--- src/rtl/fp_align_pipe_if.sv ---
// Operand/result bus of the alignment pipe: upstream valid/ready with the
// operand pair, and downstream valid/ready with the aligned pair.
interface fp_align_pipe_if #(
   parameter int EXP_W  = 8,
   parameter int MANT_W = 24,
   parameter int GRS_W  = 3
);
   logic                      in_valid_i;
   logic                      in_ready_o;
   logic                      a_sign_i;
   logic [EXP_W-1:0]          a_exp_i;
   logic [MANT_W-1:0]         a_mant_i;
   logic                      b_sign_i;
   logic [EXP_W-1:0]          b_exp_i;
   logic [MANT_W-1:0]         b_mant_i;
   logic                      out_valid_o;
   logic                      out_ready_i;
   logic [EXP_W-1:0]          exp_o;
   logic                      big_sign_o;
   logic                      small_sign_o;
   logic [MANT_W+GRS_W-1:0]   big_mant_o;
   logic [MANT_W+GRS_W-1:0]   small_mant_o;
   logic                      swapped_o;
   logic                      eff_sub_o;

   modport slave (
      input  in_valid_i, a_sign_i, a_exp_i, a_mant_i,
             b_sign_i, b_exp_i, b_mant_i, out_ready_i,
      output in_ready_o, out_valid_o, exp_o, big_sign_o, small_sign_o,
             big_mant_o, small_mant_o, swapped_o, eff_sub_o
   );

   modport master (
      output in_valid_i, a_sign_i, a_exp_i, a_mant_i,
             b_sign_i, b_exp_i, b_mant_i, out_ready_i,
      input  in_ready_o, out_valid_o, exp_o, big_sign_o, small_sign_o,
             big_mant_o, small_mant_o, swapped_o, eff_sub_o
   );
endinterface

--- src/rtl/fp_align_pipe.sv ---
// Two-stage operand alignment: order the pair by magnitude, then right-shift
// the smaller mantissa to the larger exponent keeping guard/round/sticky.
module fp_align_pipe #(
   parameter int EXP_W  = 8,
   parameter int MANT_W = 24,
   parameter int GRS_W  = 3
) (
   input  logic              clk_i,
   input  logic              rst_ni,
   fp_align_pipe_if.slave    bus
);
   localparam int EXT_W = MANT_W + GRS_W;
   localparam int CMP_W = (EXP_W > 32) ? EXP_W : 32;

   // Shift right by diff; every dropped bit (or the whole operand once the
   // shift passes the extended width) collapses into bit 0 as sticky.
   function automatic logic [EXT_W-1:0] align_sticky(
      input logic [MANT_W-1:0] mant,
      input logic [EXP_W-1:0]  diff
   );
      logic [EXT_W-1:0] ext;
      logic [EXT_W-1:0] shifted;
      logic [EXT_W-1:0] lost_mask;
      logic             sticky;
      ext = {mant, {GRS_W{1'b0}}};
      if (CMP_W'(diff) < CMP_W'(EXT_W)) begin
         shifted   = ext >> diff;
         lost_mask = ~({EXT_W{1'b1}} << diff);
         sticky    = |(ext & lost_mask);
      end else begin
         shifted = '0;
         sticky  = |ext;
      end
      return shifted | {{(EXT_W-1){1'b0}}, sticky};
   endfunction

   logic              w_s2_drain;
   logic              w_s2_open;
   logic              w_s1_adv;
   logic              w_in_ready;
   logic              w_in_fire;
   logic              w_a_wins;
   logic              w_big_sign;
   logic              w_small_sign;
   logic [EXP_W-1:0]  w_big_exp;
   logic [EXP_W-1:0]  w_small_exp;
   logic [MANT_W-1:0] w_big_mant;
   logic [MANT_W-1:0] w_small_mant;

   logic              r_vld_p1;
   logic              r_big_sign_p1;
   logic              r_small_sign_p1;
   logic [EXP_W-1:0]  r_big_exp_p1;
   logic [MANT_W-1:0] r_big_mant_p1;
   logic [MANT_W-1:0] r_small_mant_p1;
   logic [EXP_W-1:0]  r_diff_p1;
   logic              r_swapped_p1;
   logic              r_eff_sub_p1;

   logic              r_vld_p2;
   logic              r_big_sign_p2;
   logic              r_small_sign_p2;
   logic [EXP_W-1:0]  r_exp_p2;
   logic [EXT_W-1:0]  r_big_mant_p2;
   logic [EXT_W-1:0]  r_small_mant_p2;
   logic              r_swapped_p2;
   logic              r_eff_sub_p2;

   assign w_s2_drain = r_vld_p2 & bus.out_ready_i;
   assign w_s2_open  = ~r_vld_p2 | w_s2_drain;
   assign w_s1_adv   = r_vld_p1 & w_s2_open;
   assign w_in_ready = ~r_vld_p1 | w_s1_adv;
   assign w_in_fire  = bus.in_valid_i & w_in_ready;

   // A wins ties so equal magnitudes never report a swap.
   assign w_a_wins     = {bus.a_exp_i, bus.a_mant_i} >= {bus.b_exp_i, bus.b_mant_i};
   assign w_big_sign   = w_a_wins ? bus.a_sign_i : bus.b_sign_i;
   assign w_small_sign = w_a_wins ? bus.b_sign_i : bus.a_sign_i;
   assign w_big_exp    = w_a_wins ? bus.a_exp_i  : bus.b_exp_i;
   assign w_small_exp  = w_a_wins ? bus.b_exp_i  : bus.a_exp_i;
   assign w_big_mant   = w_a_wins ? bus.a_mant_i : bus.b_mant_i;
   assign w_small_mant = w_a_wins ? bus.b_mant_i : bus.a_mant_i;

   // S1: compare/swap
   always_ff @(posedge clk_i) begin
      if (!rst_ni) begin
         r_vld_p1        <= 1'b0;
         r_big_sign_p1   <= 1'b0;
         r_small_sign_p1 <= 1'b0;
         r_big_exp_p1    <= '0;
         r_big_mant_p1   <= '0;
         r_small_mant_p1 <= '0;
         r_diff_p1       <= '0;
         r_swapped_p1    <= 1'b0;
         r_eff_sub_p1    <= 1'b0;
      end else begin
         if (w_in_ready) begin
            r_vld_p1 <= bus.in_valid_i;
         end
         if (w_in_fire) begin
            r_big_sign_p1   <= w_big_sign;
            r_small_sign_p1 <= w_small_sign;
            r_big_exp_p1    <= w_big_exp;
            r_big_mant_p1   <= w_big_mant;
            r_small_mant_p1 <= w_small_mant;
            r_diff_p1       <= w_big_exp - w_small_exp;
            r_swapped_p1    <= ~w_a_wins;
            r_eff_sub_p1    <= bus.a_sign_i ^ bus.b_sign_i;
         end
      end
   end

   // S2: alignment shift
   always_ff @(posedge clk_i) begin
      if (!rst_ni) begin
         r_vld_p2        <= 1'b0;
         r_big_sign_p2   <= 1'b0;
         r_small_sign_p2 <= 1'b0;
         r_exp_p2        <= '0;
         r_big_mant_p2   <= '0;
         r_small_mant_p2 <= '0;
         r_swapped_p2    <= 1'b0;
         r_eff_sub_p2    <= 1'b0;
      end else begin
         if (w_s2_open) begin
            r_vld_p2 <= r_vld_p1;
         end
         if (w_s1_adv) begin
            r_big_sign_p2   <= r_big_sign_p1;
            r_small_sign_p2 <= r_small_sign_p1;
            r_exp_p2        <= r_big_exp_p1;
            r_big_mant_p2   <= {r_big_mant_p1, {GRS_W{1'b0}}};
            r_small_mant_p2 <= align_sticky(r_small_mant_p1, r_diff_p1);
            r_swapped_p2    <= r_swapped_p1;
            r_eff_sub_p2    <= r_eff_sub_p1;
         end
      end
   end

   assign bus.in_ready_o   = w_in_ready;
   assign bus.out_valid_o  = r_vld_p2;
   assign bus.exp_o        = r_exp_p2;
   assign bus.big_sign_o   = r_big_sign_p2;
   assign bus.small_sign_o = r_small_sign_p2;
   assign bus.big_mant_o   = r_big_mant_p2;
   assign bus.small_mant_o = r_small_mant_p2;
   assign bus.swapped_o    = r_swapped_p2;
   assign bus.eff_sub_o    = r_eff_sub_p2;
endmodule

--- src/flat_wrapper.sv ---
// flat-port wrapper written by rule: the top's interface ports become plain ports
module fp_align_pipe_flat 
#(
   parameter int EXP_W  = 8,
   parameter int MANT_W = 24,
   parameter int GRS_W  = 3
)
  (clk_i, rst_ni, bus_in_valid_i, bus_a_sign_i, bus_a_exp_i, bus_a_mant_i, bus_b_sign_i, bus_b_exp_i, bus_b_mant_i, bus_out_ready_i, bus_in_ready_o, bus_out_valid_o, bus_exp_o, bus_big_sign_o, bus_small_sign_o, bus_big_mant_o, bus_small_mant_o, bus_swapped_o, bus_eff_sub_o);
  fp_align_pipe_if #(.EXP_W(EXP_W), .MANT_W(MANT_W), .GRS_W(GRS_W)) bus_i ();
  input  logic clk_i;
  input  logic rst_ni;
  input wire logic [$bits(bus_i.in_valid_i)-1:0] bus_in_valid_i;
  input wire logic [$bits(bus_i.a_sign_i)-1:0] bus_a_sign_i;
  input wire logic [$bits(bus_i.a_exp_i)-1:0] bus_a_exp_i;
  input wire logic [$bits(bus_i.a_mant_i)-1:0] bus_a_mant_i;
  input wire logic [$bits(bus_i.b_sign_i)-1:0] bus_b_sign_i;
  input wire logic [$bits(bus_i.b_exp_i)-1:0] bus_b_exp_i;
  input wire logic [$bits(bus_i.b_mant_i)-1:0] bus_b_mant_i;
  input wire logic [$bits(bus_i.out_ready_i)-1:0] bus_out_ready_i;
  output wire logic [$bits(bus_i.in_ready_o)-1:0] bus_in_ready_o;
  output wire logic [$bits(bus_i.out_valid_o)-1:0] bus_out_valid_o;
  output wire logic [$bits(bus_i.exp_o)-1:0] bus_exp_o;
  output wire logic [$bits(bus_i.big_sign_o)-1:0] bus_big_sign_o;
  output wire logic [$bits(bus_i.small_sign_o)-1:0] bus_small_sign_o;
  output wire logic [$bits(bus_i.big_mant_o)-1:0] bus_big_mant_o;
  output wire logic [$bits(bus_i.small_mant_o)-1:0] bus_small_mant_o;
  output wire logic [$bits(bus_i.swapped_o)-1:0] bus_swapped_o;
  output wire logic [$bits(bus_i.eff_sub_o)-1:0] bus_eff_sub_o;
  assign bus_i.in_valid_i = bus_in_valid_i;
  assign bus_i.a_sign_i = bus_a_sign_i;
  assign bus_i.a_exp_i = bus_a_exp_i;
  assign bus_i.a_mant_i = bus_a_mant_i;
  assign bus_i.b_sign_i = bus_b_sign_i;
  assign bus_i.b_exp_i = bus_b_exp_i;
  assign bus_i.b_mant_i = bus_b_mant_i;
  assign bus_i.out_ready_i = bus_out_ready_i;
  assign bus_in_ready_o = bus_i.in_ready_o;
  assign bus_out_valid_o = bus_i.out_valid_o;
  assign bus_exp_o = bus_i.exp_o;
  assign bus_big_sign_o = bus_i.big_sign_o;
  assign bus_small_sign_o = bus_i.small_sign_o;
  assign bus_big_mant_o = bus_i.big_mant_o;
  assign bus_small_mant_o = bus_i.small_mant_o;
  assign bus_swapped_o = bus_i.swapped_o;
  assign bus_eff_sub_o = bus_i.eff_sub_o;
  fp_align_pipe #(.EXP_W(EXP_W), .MANT_W(MANT_W), .GRS_W(GRS_W)) u_core (.clk_i(clk_i), .rst_ni(rst_ni), .bus(bus_i));
endmodule
--- config.mk ---
export PLATFORM = sky130hd
export DESIGN_NAME = fp_align_pipe_flat
export DESIGN_NICKNAME = d
export VERILOG_FILES = /design/src/rtl/fp_align_pipe_if.sv /design/src/rtl/fp_align_pipe.sv /design/src/flat_wrapper.sv
export SDC_FILE = /design/constraint.sdc
export NUM_CORES = 1
export LEC_CHECK = 0
export ABC_AREA = 1
export CAP_MARGIN = 30
export CORE_ASPECT_RATIO = 2
export CORE_MARGIN = 4
export CORE_UTILIZATION = 26
export DETAILED_ROUTE_END_ITERATION = 7
export GPL_TIMING_DRIVEN = 0
export PLACE_DENSITY = 0.58
export SLEW_MARGIN = 25
export SYNTH_ARGS = -nofsm -noshare
export SYNTH_HDL_FRONTEND = slang
export SYNTH_SLANG_ARGS = --single-unit
--- constraint.sdc ---
create_clock -name clk_i -period 2.3 [get_ports clk_i]
set_input_delay 0.46 -clock clk_i [delete_from_list [all_inputs] [get_ports clk_i]]
set_output_delay 0.46 -clock clk_i [all_outputs]
set_load 0.05 [all_outputs]
==> results.cfg <==
[sta]
worst_pin_slew_ps = 629
post-route-period-util_pct = 102
layout_setup_ws_ps = -38.5
min_period_ps = 2340
drv_slew = 0
skew_ps = 12.8
fmax_mhz = 428
grt_setup_unrepaired = true
hold_violations = 0
setup_viol = 2
relSlewSlack_pct = 57.9

[detailed_routing]
drt-initial-drc-count = 570
dr.pass1.iters = 5
drc = 0
routedWlPerCell_um = 18.7
wl_um = 33900
via_per_inst = 5.07
via_count = 9193
ant_nets = 0

[critical_path]
cp.required_ps = 2590
critPathLaunchType = primary input
cpMostUsedCell = nand2_4
cp-end-kind = register
rr_endpoint = u_core.bus.small_mant_o[0]
crit_slowest_cell = o211ai_1
max_stage_delay_ps = 520
path_max_fanout = 8
crit_chain = clkdlybuf4s15_1 -> ha_4 -> nand2_4 -> nor2_4 -> nand2_1 -> nor2_2 -> nor2_2 -> nand2_2 -> nand2_4 -> nand2_4 -> buf_8 -> clkinv_8 -> buf_8 -> o211ai_1 -> a21oi_1
r2r_slack_ps = 100
path_class = in2reg
worst-r2r-cell-count = 12
r2r-start = u_core.r_diff_p1[0]
cp_data_arrival_time_ps = 2630

[yosys]
ys.flop_type = dfxtp_1
syn_inst = 1211
synth-xor-area-share_pct = 0.335
syn_area_um2 = 7850
synthTopCellsByCount = nand2_1 (291), a21oi_1 (152), o21ai_0 (141)
synth_cell_types = 40
synth_top_area_share_pct = 33.9
synth_fa_ha_area_share_pct = 5.10
seq_area_frac_synth_pct = 33.9
synth-simple-area-share_pct = 25.3
yosysMostFrequentCell = nand2_1
synth-seq-cells = 133
synth_top_family_by_area = simple AND/OR/NAND/NOR gates
synth_edf_count = 0
ys_warn_count = 0
synth.area.mux_share_pct = 0.765
avgSynthCellArea_um2 = 6.49
yosys.area.top_type = dfxtp_1
synth_compound_area_share_pct = 24.7
synth.area.top_cells = dfxtp_1 (34%), nand2_1 (14%), a21oi_1 (9.7%)
async_flop_share_pct = 0

[worst_hold_path]
hold_depth = 3
hp-start = bus_a_exp_i[7]
worstHoldPathType = in2reg
hold_end = u_core.r_big_exp_p1[7]

[clock_network]
clock_latency_ps = 440
ctsHoldBuffers = 0
clock-sinks = 133
tritoncts = done
cts_buffers = 17
ctsHtreeMaxLevel = 4
cts_max_path_buffers = 2
clk_pin_slew_ps = 60
cts_root_buf = clkbuf_16

[global_route]
gr-usage-met1_pct = 18.2
met2_usage_pct = 37.0
antenna_found_initial = 0
grt_max_degree = 17
met3_usage_pct = 3.05
grt_pass1_vias = 8955
grt.overflow.total = 0
gr-usage-all-layers_pct = 19.8
grt.busiest_layer = met2
grt_pass1_wl_um = 49000

[cells_and_area]
final_core_util_pct = 38.3
drive_gt1_share_pct = 24.2
final_nets = 1537
num_antenna_cells = 0
area_delta_synth_final_pct = 44.6

[die]
coreArea_um2 = 29600
rows = 89
ioPinCount = 138
die_w_um = 131
die_area_um2 = 33200
die_h_um = 254
initial_core_util_pct = 26.5

[status]
violations = setup timing
status = complete, but fails checks

[placement]
portBuffers = 133
hpwlAfterDp_um = 27000
pre_cts_ws_ps = -1220
gp_congestion = 0.946

[job]
drv_cap = 0

[power]
ir_drop_mv = 0.625
power_density_nw_per_um2 = 687
p_leak_nw = 4.75
## critical path, delay by kind of cell
kind,cells,cell delay [ps]
compound gates,2,640
fa+ha+maj,1,320
simple gates,8,590
buf+inv,4,600
## cells by family (layout without fill, tap and decap cells)
kind of cell	count (synthesis)	in the layout
adders and majority gates	32	32
buffers and inverters	192	427
and+or+nand+nor	487	487
muxes	6	6
DFF	133	133
other	1	3
AOI/OAI and AO/OA	357	357
xor gates and xnor gates	3	3
## worst max-delay path by stage
stage	startpoint	to	cells past startpoint
2_1_floorplan	bus_b_exp_i[2]	u_core.r_diff_p1[7]	19
3_3_place_gp	bus_b_exp_i[4]	u_core.r_big_mant_p1[11]	14
3_5_place_dp	bus_b_exp_i[4]	u_core.r_big_mant_p1[12]	14
4_1_cts	bus_b_mant_i[2]	u_core.r_diff_p1[7]	25
5_1_grt	bus_a_mant_i[6]	u_core.r_big_mant_p1[13]	15
6_report	bus_a_mant_i[6]	u_core.r_big_mant_p1[11]	15
## power by group
group	switching, W	total [W]	internal [W]
registers	0.000146	0.00263	0.00248
logic	0.00164	0.00254	0.000903
clock network	0.00111	0.00264	0.00153
total	0.00289	0.00780	0.00491
## layer usage
metal | part of all wire, % | up-vias
met4 | 9.3 | 0
met2 | 53 | 340
met1 | 33 | 4252
li1 | - | 4473
met3 | 4.0 | 128
met5 | 0 | -
## layout make-up
cell class                      instances  area, µm²
Multi-Input combinational cell        888       5130
Timing Repair Buffer                  205       1680
Fill cell                            3159      18300
Clock buffer                           20        447
Inverter                              114        468
Clock inverter                         12        123
Sequential cell                       133       2660
Buffer                                 76        392
Tap cell                              364        455
## sequential cells by signal (all words and copies together), names as in the netlist, 8 cells and up
signal	cells
u_core.r_big_exp_p1	8
u_core.bus.small_mant_o	27
u_core.bus.big_mant_o	24
u_core.r_diff_p1	8
u_core.bus.exp_o	8
u_core.r_small_mant_p1	24
u_core.r_big_mant_p1	24
## repair_timing
action                     CTS  global route
setup buffers               48            23
gates cloned                 1             0
gates resized for setup    240           204
pin swaps                   66            92
setup endpoints to repair   82            91
## through the flow
step / total power (W) / instances / hold WS [ps] / setup TNS, ps / instance area, µm²
2_1_floorplan: 0.00399 / 1213 / 430 / 0 / 7910
3_3_place_gp: 0.00481 / 1710 / 454 / -75290 / 9700
3_5_place_dp: 0.00483 / 1710 / 456 / -76060 / 9700
4_1_cts: 0.00765 / 1791 / 384 / 0 / 11000
5_1_grt: 0.00815 / 1812 / 417 / -966 / 11400
6_report: 0.00780 / 1812 / 406 / -53.8 / 11400
## cell usage in the layout (no fill, tap or decap), types with 9 or more instances in the layout
cell,count
ha_4,29
nand3_2,9
clkbuf_2,35
clkdlybuf4s50_1,68
nand2_2,29
inv_1,68
clkbuf_1,43
dfxtp_1,133
buf_2,23
nand2_4,12
nand4_1,10
o21ai_1,18
o21ai_0,124
clkbuf_16,17
a21oi_1,143
nand3_1,33
nor2_1,108
inv_2,35
buf_4,79
o211ai_1,36
nand2_1,255
No activity file was read; power rests on OpenSTA's default activity.
